## config.mk

```make
export PLATFORM = sky130hd
export DESIGN_NAME = approx_mul_seq_ctrl_flat
export DESIGN_NICKNAME = d
export VERILOG_FILES = /design/src/rtl/approx_mul_seq_ctrl_if.sv /design/src/rtl/approx_mul_seq_ctrl.sv /design/src/flat_wrapper.sv
export SDC_FILE = /design/constraint.sdc
export NUM_CORES = 1
export LEC_CHECK = 0
export ABC_AREA = 1
export CAP_MARGIN = 10
export CELL_PAD_IN_SITES_DETAIL_PLACEMENT = 0
export CELL_PAD_IN_SITES_GLOBAL_PLACEMENT = 1
export CORE_MARGIN = 2
export CORE_UTILIZATION = 41
export CTS_BUF_LIST = sky130_fd_sc_hd__clkbuf_4 sky130_fd_sc_hd__clkbuf_8 sky130_fd_sc_hd__clkbuf_16
export CTS_CLUSTER_SIZE = 28
export DETAILED_ROUTE_END_ITERATION = 7
export GPL_ROUTABILITY_DRIVEN = 1
export PLACE_DENSITY_LB_ADDON = 0.1
export RECOVER_POWER = 100
export SLEW_MARGIN = 25
export SYNTH_ARGS = -nofsm -noshare
export SYNTH_HDL_FRONTEND = slang
export SYNTH_SLANG_ARGS = --single-unit
```

## constraint.sdc

```tcl
create_clock -name clk -period 5.05 [get_ports clk]
set_input_delay 0.505 -clock clk [delete_from_list [all_inputs] [get_ports clk]]
set_output_delay 0.505 -clock clk [all_outputs]
set_load 0.1 [all_outputs]
```

## src/rtl/approx_mul_seq_ctrl_if.sv

```systemverilog
// approx_mul_seq_ctrl_if: handshake bundle for the sequential approximate multiplier.
//   operand side : in_valid, in_ready, x[7:0], y[7:0], abort
//   result side  : out_valid, out_ready, result[15:0], busy
//   master = requester/consumer (drives operands, out_ready, abort); slave = multiplier.
interface approx_mul_seq_ctrl_if;
    logic        in_valid;
    logic        in_ready;
    logic [7:0]  x;
    logic [7:0]  y;
    logic        abort;
    logic        out_valid;
    logic        out_ready;
    logic [15:0] result;
    logic        busy;
    modport master (
        output in_valid, x, y, abort, out_ready,
        input  in_ready, out_valid, result, busy
    );
    modport slave (
        input  in_valid, x, y, abort, out_ready,
        output in_ready, out_valid, result, busy
    );
endinterface

```

## src/rtl/approx_mul_seq_ctrl.sv

```systemverilog
// approx_mul_seq_ctrl: 8x8 approximate multiplier, one partial-product row accumulated per cycle.
//   clk, rst_n (async active-low), bus (approx_mul_seq_ctrl_if.slave).
//   Optional macro ROUND_COMP_EN: accumulator starts from COMP_BIAS instead of 0.
//   ha_array: pairs partial-product rows 2k/2k+1 with approximate half adders.
//     t = even-row bit (sum), b = even & odd overlap (carry, doubles the even bit);
//     an odd-row bit with no even-row partner is dropped.
module ha_array (
    input  logic [7:0]      x,
    input  logic [7:0]      y,
    output logic [3:0][8:0] t,
    output logic [3:0][6:0] b
);
    for (genvar k = 0; k < 4; k++) begin : g_row
        logic [7:0] pe, po;
        assign pe   = x & {8{y[2*k]}};
        assign po   = x & {8{y[2*k+1]}};
        assign t[k] = {po[7], pe};
        assign b[k] = pe[7:1] & po[6:0];
    end
endmodule

module approx_mul_seq_ctrl #(
    parameter logic [15:0] COMP_BIAS = 16'd64
) (
    input logic                 clk,
    input logic                 rst_n,
    approx_mul_seq_ctrl_if.slave bus
);
    typedef enum logic [1:0] {IDLE, ACC, DONE} state_t;
`ifdef ROUND_COMP_EN
    localparam logic [15:0] ACC_INIT = COMP_BIAS;
`else
    // bias has no effect when compensation is disabled
    localparam logic [15:0] ACC_INIT = COMP_BIAS & 16'h0000;
`endif
    state_t           state_q, state_d;
    logic [7:0]       x_q, y_q;
    logic [15:0]      acc;
    logic [1:0]       row_q;
    logic [3:0][8:0]  t_all;
    logic [3:0][6:0]  b_all;
    logic [15:0]      t_row, b_row, acc_nxt;
    logic [17:0]      sum;

    ha_array u_ha (.x(x_q), .y(y_q), .t(t_all), .b(b_all));

    // single shared accumulation adder; t and b of the selected row enter as a carry-save pair
    always_comb begin
        t_row   = {7'd0, t_all[row_q]} << {row_q, 1'b0};
        b_row   = {8'd0, b_all[row_q], 1'b0} << {row_q, 1'b0};
        sum     = {2'b00, acc} + {2'b00, t_row} + {2'b00, b_row};
        acc_nxt = |sum[17:16] ? 16'hFFFF : sum[15:0];
    end

    always_ff @(posedge clk or negedge rst_n)
        if (!rst_n) state_q <= IDLE;
        else        state_q <= state_d;

    always_comb begin
        state_d = state_q;
        case (state_q)
            IDLE:    state_d = bus.in_valid ? ACC : IDLE;
            ACC:     state_d = bus.abort ? IDLE : (row_q == 2'd3 ? DONE : ACC);
            DONE:    state_d = (bus.abort || bus.out_ready) ? IDLE : DONE;
            default: state_d = IDLE;
        endcase
    end

    always_comb begin
        bus.in_ready  = state_q == IDLE;
        bus.busy      = state_q != IDLE;
        bus.out_valid = state_q == DONE;
        bus.result    = state_q == DONE ? acc : 16'd0;
    end

    always_ff @(posedge clk or negedge rst_n) begin
        if (!rst_n) begin
            x_q   <= '0;
            y_q   <= '0;
            acc   <= '0;
            row_q <= '0;
        end else if (state_q == IDLE && bus.in_valid) begin
            x_q   <= bus.x;
            y_q   <= bus.y;
            acc   <= ACC_INIT;
            row_q <= '0;
        end else if (state_q != IDLE && bus.abort) begin
            acc   <= ACC_INIT;
            row_q <= '0;
        end else if (state_q == ACC) begin
            acc   <= acc_nxt;
            row_q <= row_q + 2'd1;
        end
    end
endmodule

```

## src/flat_wrapper.sv

```systemverilog
// flat-port wrapper written by rule: the top's interface ports become plain ports
module approx_mul_seq_ctrl_flat 
#(
    parameter logic [15:0] COMP_BIAS = 16'd64
)
  (clk, rst_n, bus_in_valid, bus_x, bus_y, bus_abort, bus_out_ready, bus_in_ready, bus_out_valid, bus_result, bus_busy);
  approx_mul_seq_ctrl_if bus_i ();
  input logic clk;
  input logic rst_n;
  input wire logic [$bits(bus_i.in_valid)-1:0] bus_in_valid;
  input wire logic [$bits(bus_i.x)-1:0] bus_x;
  input wire logic [$bits(bus_i.y)-1:0] bus_y;
  input wire logic [$bits(bus_i.abort)-1:0] bus_abort;
  input wire logic [$bits(bus_i.out_ready)-1:0] bus_out_ready;
  output wire logic [$bits(bus_i.in_ready)-1:0] bus_in_ready;
  output wire logic [$bits(bus_i.out_valid)-1:0] bus_out_valid;
  output wire logic [$bits(bus_i.result)-1:0] bus_result;
  output wire logic [$bits(bus_i.busy)-1:0] bus_busy;
  assign bus_i.in_valid = bus_in_valid;
  assign bus_i.x = bus_x;
  assign bus_i.y = bus_y;
  assign bus_i.abort = bus_abort;
  assign bus_i.out_ready = bus_out_ready;
  assign bus_in_ready = bus_i.in_ready;
  assign bus_out_valid = bus_i.out_valid;
  assign bus_result = bus_i.result;
  assign bus_busy = bus_i.busy;
  approx_mul_seq_ctrl #(.COMP_BIAS(COMP_BIAS)) u_core (.clk(clk), .rst_n(rst_n), .bus(bus_i));
endmodule
```

==> flow_summary.toml, run 1 <==
[outcome]
status = "finished with violations"
violations = "capacitance limit, slew limit"

[worst_setup_path]
path_buf_inv = 4
critical-path-top-delay-family = "compound AO/OA/AOI/OAI gates"
arrival_ns = 4.82
required_ns = 5.23
critPathCaptureType = "flop"
critPathMaxStageDelay_ns = 0.50
worst_setup_path_start_kind = "flop"
critPathMaxFanout = 19
cp_slowest_cell = "dfrtp_1"
crit_top_cell = "nand2_1"
crit_type = "flop to flop"

[final_layout]
design_area_um2 = 4200
fill_cells = 935
syn2layout_area_growth_pct = 16.2
drive_above_1_share_pct = 6.77
n_antenna_cell = 0
finalNonFillerCells = 699
nets = 642
final_core_util_pct = 48.6

[run]
maxCapViolCount = 1

[routing]
vias = 3544
antenna_left = 0
drtIter0Drc = 184
drtPass1Iterations = 4
wl_um = 10000
drc = 0
wl_per_cell_um = 14.4
via_per_inst = 5.07

[floorplan]
num_rows = 34
die_x_um = 97.9
io_pins = 40
fp.dieH_um = 97.9
die_area_um2 = 9580
start_util_pct = 41.8
core_um2 = 8640

[timing]
relSlewSlack_pct = -35.0
maxSlewViolCount = 37
rsz0062_at_grt = "no"
timing.final.hold_violations = 0
tns_ns = 0
finalSetupViolCount = 0
fmax_ghz = 0.215
setup_slack_ns = 0.402
worst_slew_pin_slew_ns = 2.02
finClkSkew_ns = 0.0154
fin_crit_ns = 4.65
finalCritPeriodShare_pct = 92.0

[global_routing]
overflow = 0
grtUsageTotal_pct = 22.1
grt_max_degree = 37
first_global_vias = 3463
antenna_found_initial = 0
grt_pass1_wl_um = 17000

[synth]
yosysTopAreaCell = "dfrtp_1"
synth.avg_cell_area_um2 = 6.49
ys_warn_count = 0
async_flop_share_pct = 100
synth_area_um2 = 3610
synth.top_cell.area_share_pct = 24.9
synth_edf_count = 0
ys_top_cells_by_area = "dfrtp_1, nand2_1, ha_1"
yosys_most_used_dff = "dfrtp_1"
syn-num-nets = 609
netlist-cell-type-count = 42
ys_seq_area_share_pct = 24.9
ys_ff_latch = 36
yosysMostFrequentCell = "nand2_1"
synthCells = 557
synth_commonest_cells = "nand2_1, inv_1, nor2_1"

[cts]
cts_tree = "done"
path_clk_slew_ns = 0.10
clockBufferDepth = 2
clk_latency_ns = 0.31
cts_made_buffers = 5
cts-htree-levels = 2
cts_root_buf = "clkbuf_8"
clock-sinks = 36

[power]
power.density_nw_per_um2 = 584
peakVddDrop_mv = 0.232
p_leak_nw = 2.28

[placement]
dpl.hpwl_um = 7960
place_area_um2 = 4070
routabilityCongestion = 0.914
port_buffers = 39
place_inst = 691
place_ws_ns = 0.383

[worst_hold_path]
min_path_type = "flop to flop"
## tightest hold or removal path: cells and delay by family, from the launching register on
| family | cells | cell delay (ns) |
|---|---|---|
| flops | 1 | 0.38 |
| simple gates | 2 | 0.11 |
## registers in the layout, indices dropped and copies added (netlist names)
signal,count
u_core.acc,16
u_core.x_q,8
u_core.y_q,8
u_core.row_q,2
u_core.state_q,2
## metal layers
layer | vias up | global-route usage (%) | wire [µm]
li1 | 1838 | - | -
met1 | 1614 | 29.5 | 4630
met2 | 79 | 36.6 | 4710
met3 | 13 | 3.08 | 448
met4 | 0 | 7.80 | 263
met5 | - | 0 | 0
## cell families (layout without fill, tap and decap cells)
family | Yosys count | in the layout | synth area share, %
xor gates and xnor gates | 22 | 22 | 5.33
AOI/OAI and AO/OA | 100 | 100 | 16.7
DFF | 36 | 36 | 24.9
adders and majority gates | 31 | 31 | 11.2
and+or+nand+nor | 272 | 272 | 31.3
buffers and inverters | 96 | 130 | 10.6
## final timing paths
kind,from,to,slack (ns),depth (start not counted)
max,u_core.row_q[0],u_core.acc[14],0.40,27
max reg2reg,u_core.row_q[0],u_core.acc[14],0.40,27
max in group asynchronous,rst_n,u_core.acc[12],3.12,1
min in group asynchronous,rst_n,u_core.acc[8],0.77,1
min,u_core.y_q[5],u_core.y_q[5],0.52,2
min reg2reg,u_core.y_q[5],u_core.y_q[5],0.52,2
## power by group
group          total [W]  switching (W)  internal [W]  leakage [nW]
sequential      0.000482      0.0000937      0.000388         0.467
combinational    0.00169        0.00111      0.000585          1.76
clock           0.000276       0.000130      0.000146        0.0541
## final cells by class
class | instances | area, µm² | share of cell area [%]
Clock inverter | 3 | 42.5 | 1.01
Sequential cell | 36 | 901 | 21.5
Tap cell | 108 | 135 | 3.22
Timing Repair Buffer | 42 | 407 | 9.69
Clock buffer | 5 | 68.8 | 1.64
Inverter | 80 | 300 | 7.16
Multi-Input combinational cell | 425 | 2340 | 55.8
## through the flow
stage,hold WS (ns),power [W]
global route,0.539,0.00270
finish,0.525,0.00245
CTS,0.345,0.00247
detailed placement,0.503,0.00218
floorplan,0.209,0.00181
global placement,0.495,0.00218
## layout by cell type (no fill, tap or decap), types with 2 or more instances in the layout
cell and count:
o21bai_1 2, nor3_1 2, a31oi_1 8, nand2_2 4, o21ai_1 16, o21a_1 2
ha_1 29, nand4_1 4, dlygate4sd3_1 20, xor2_1 16, a21oi_1 23, o21ai_2 11
inv_2 4, clkbuf_8 5, nand2_1 165, buf_4 3, nor2_1 64, inv_1 75
o21ai_0 31, fa_1 2, clkdlybuf4s50_1 18, a21o_1 2, dfrtp_1 36, xnor2_1 6
nand3_1 23
## timing repair
| action | CTS | global route |
|---|---|---|
| setup endpoints to repair | 0 | 3 |
| hold buffers | 0 | 0 |
| hold endpoints to repair | 0 | 0 |
| setup buffers | 0 | 0 |
| gates resized for setup | 0 | 2 |
Note: power is estimated with default switching activity, not from simulation.
==> run 2, diff against run 1 <==
SLEW_MARGIN = default   (was 25)
==> results of run 2 <==
Same layout as run 1: the final DEF is identical, and so are final timing and power.
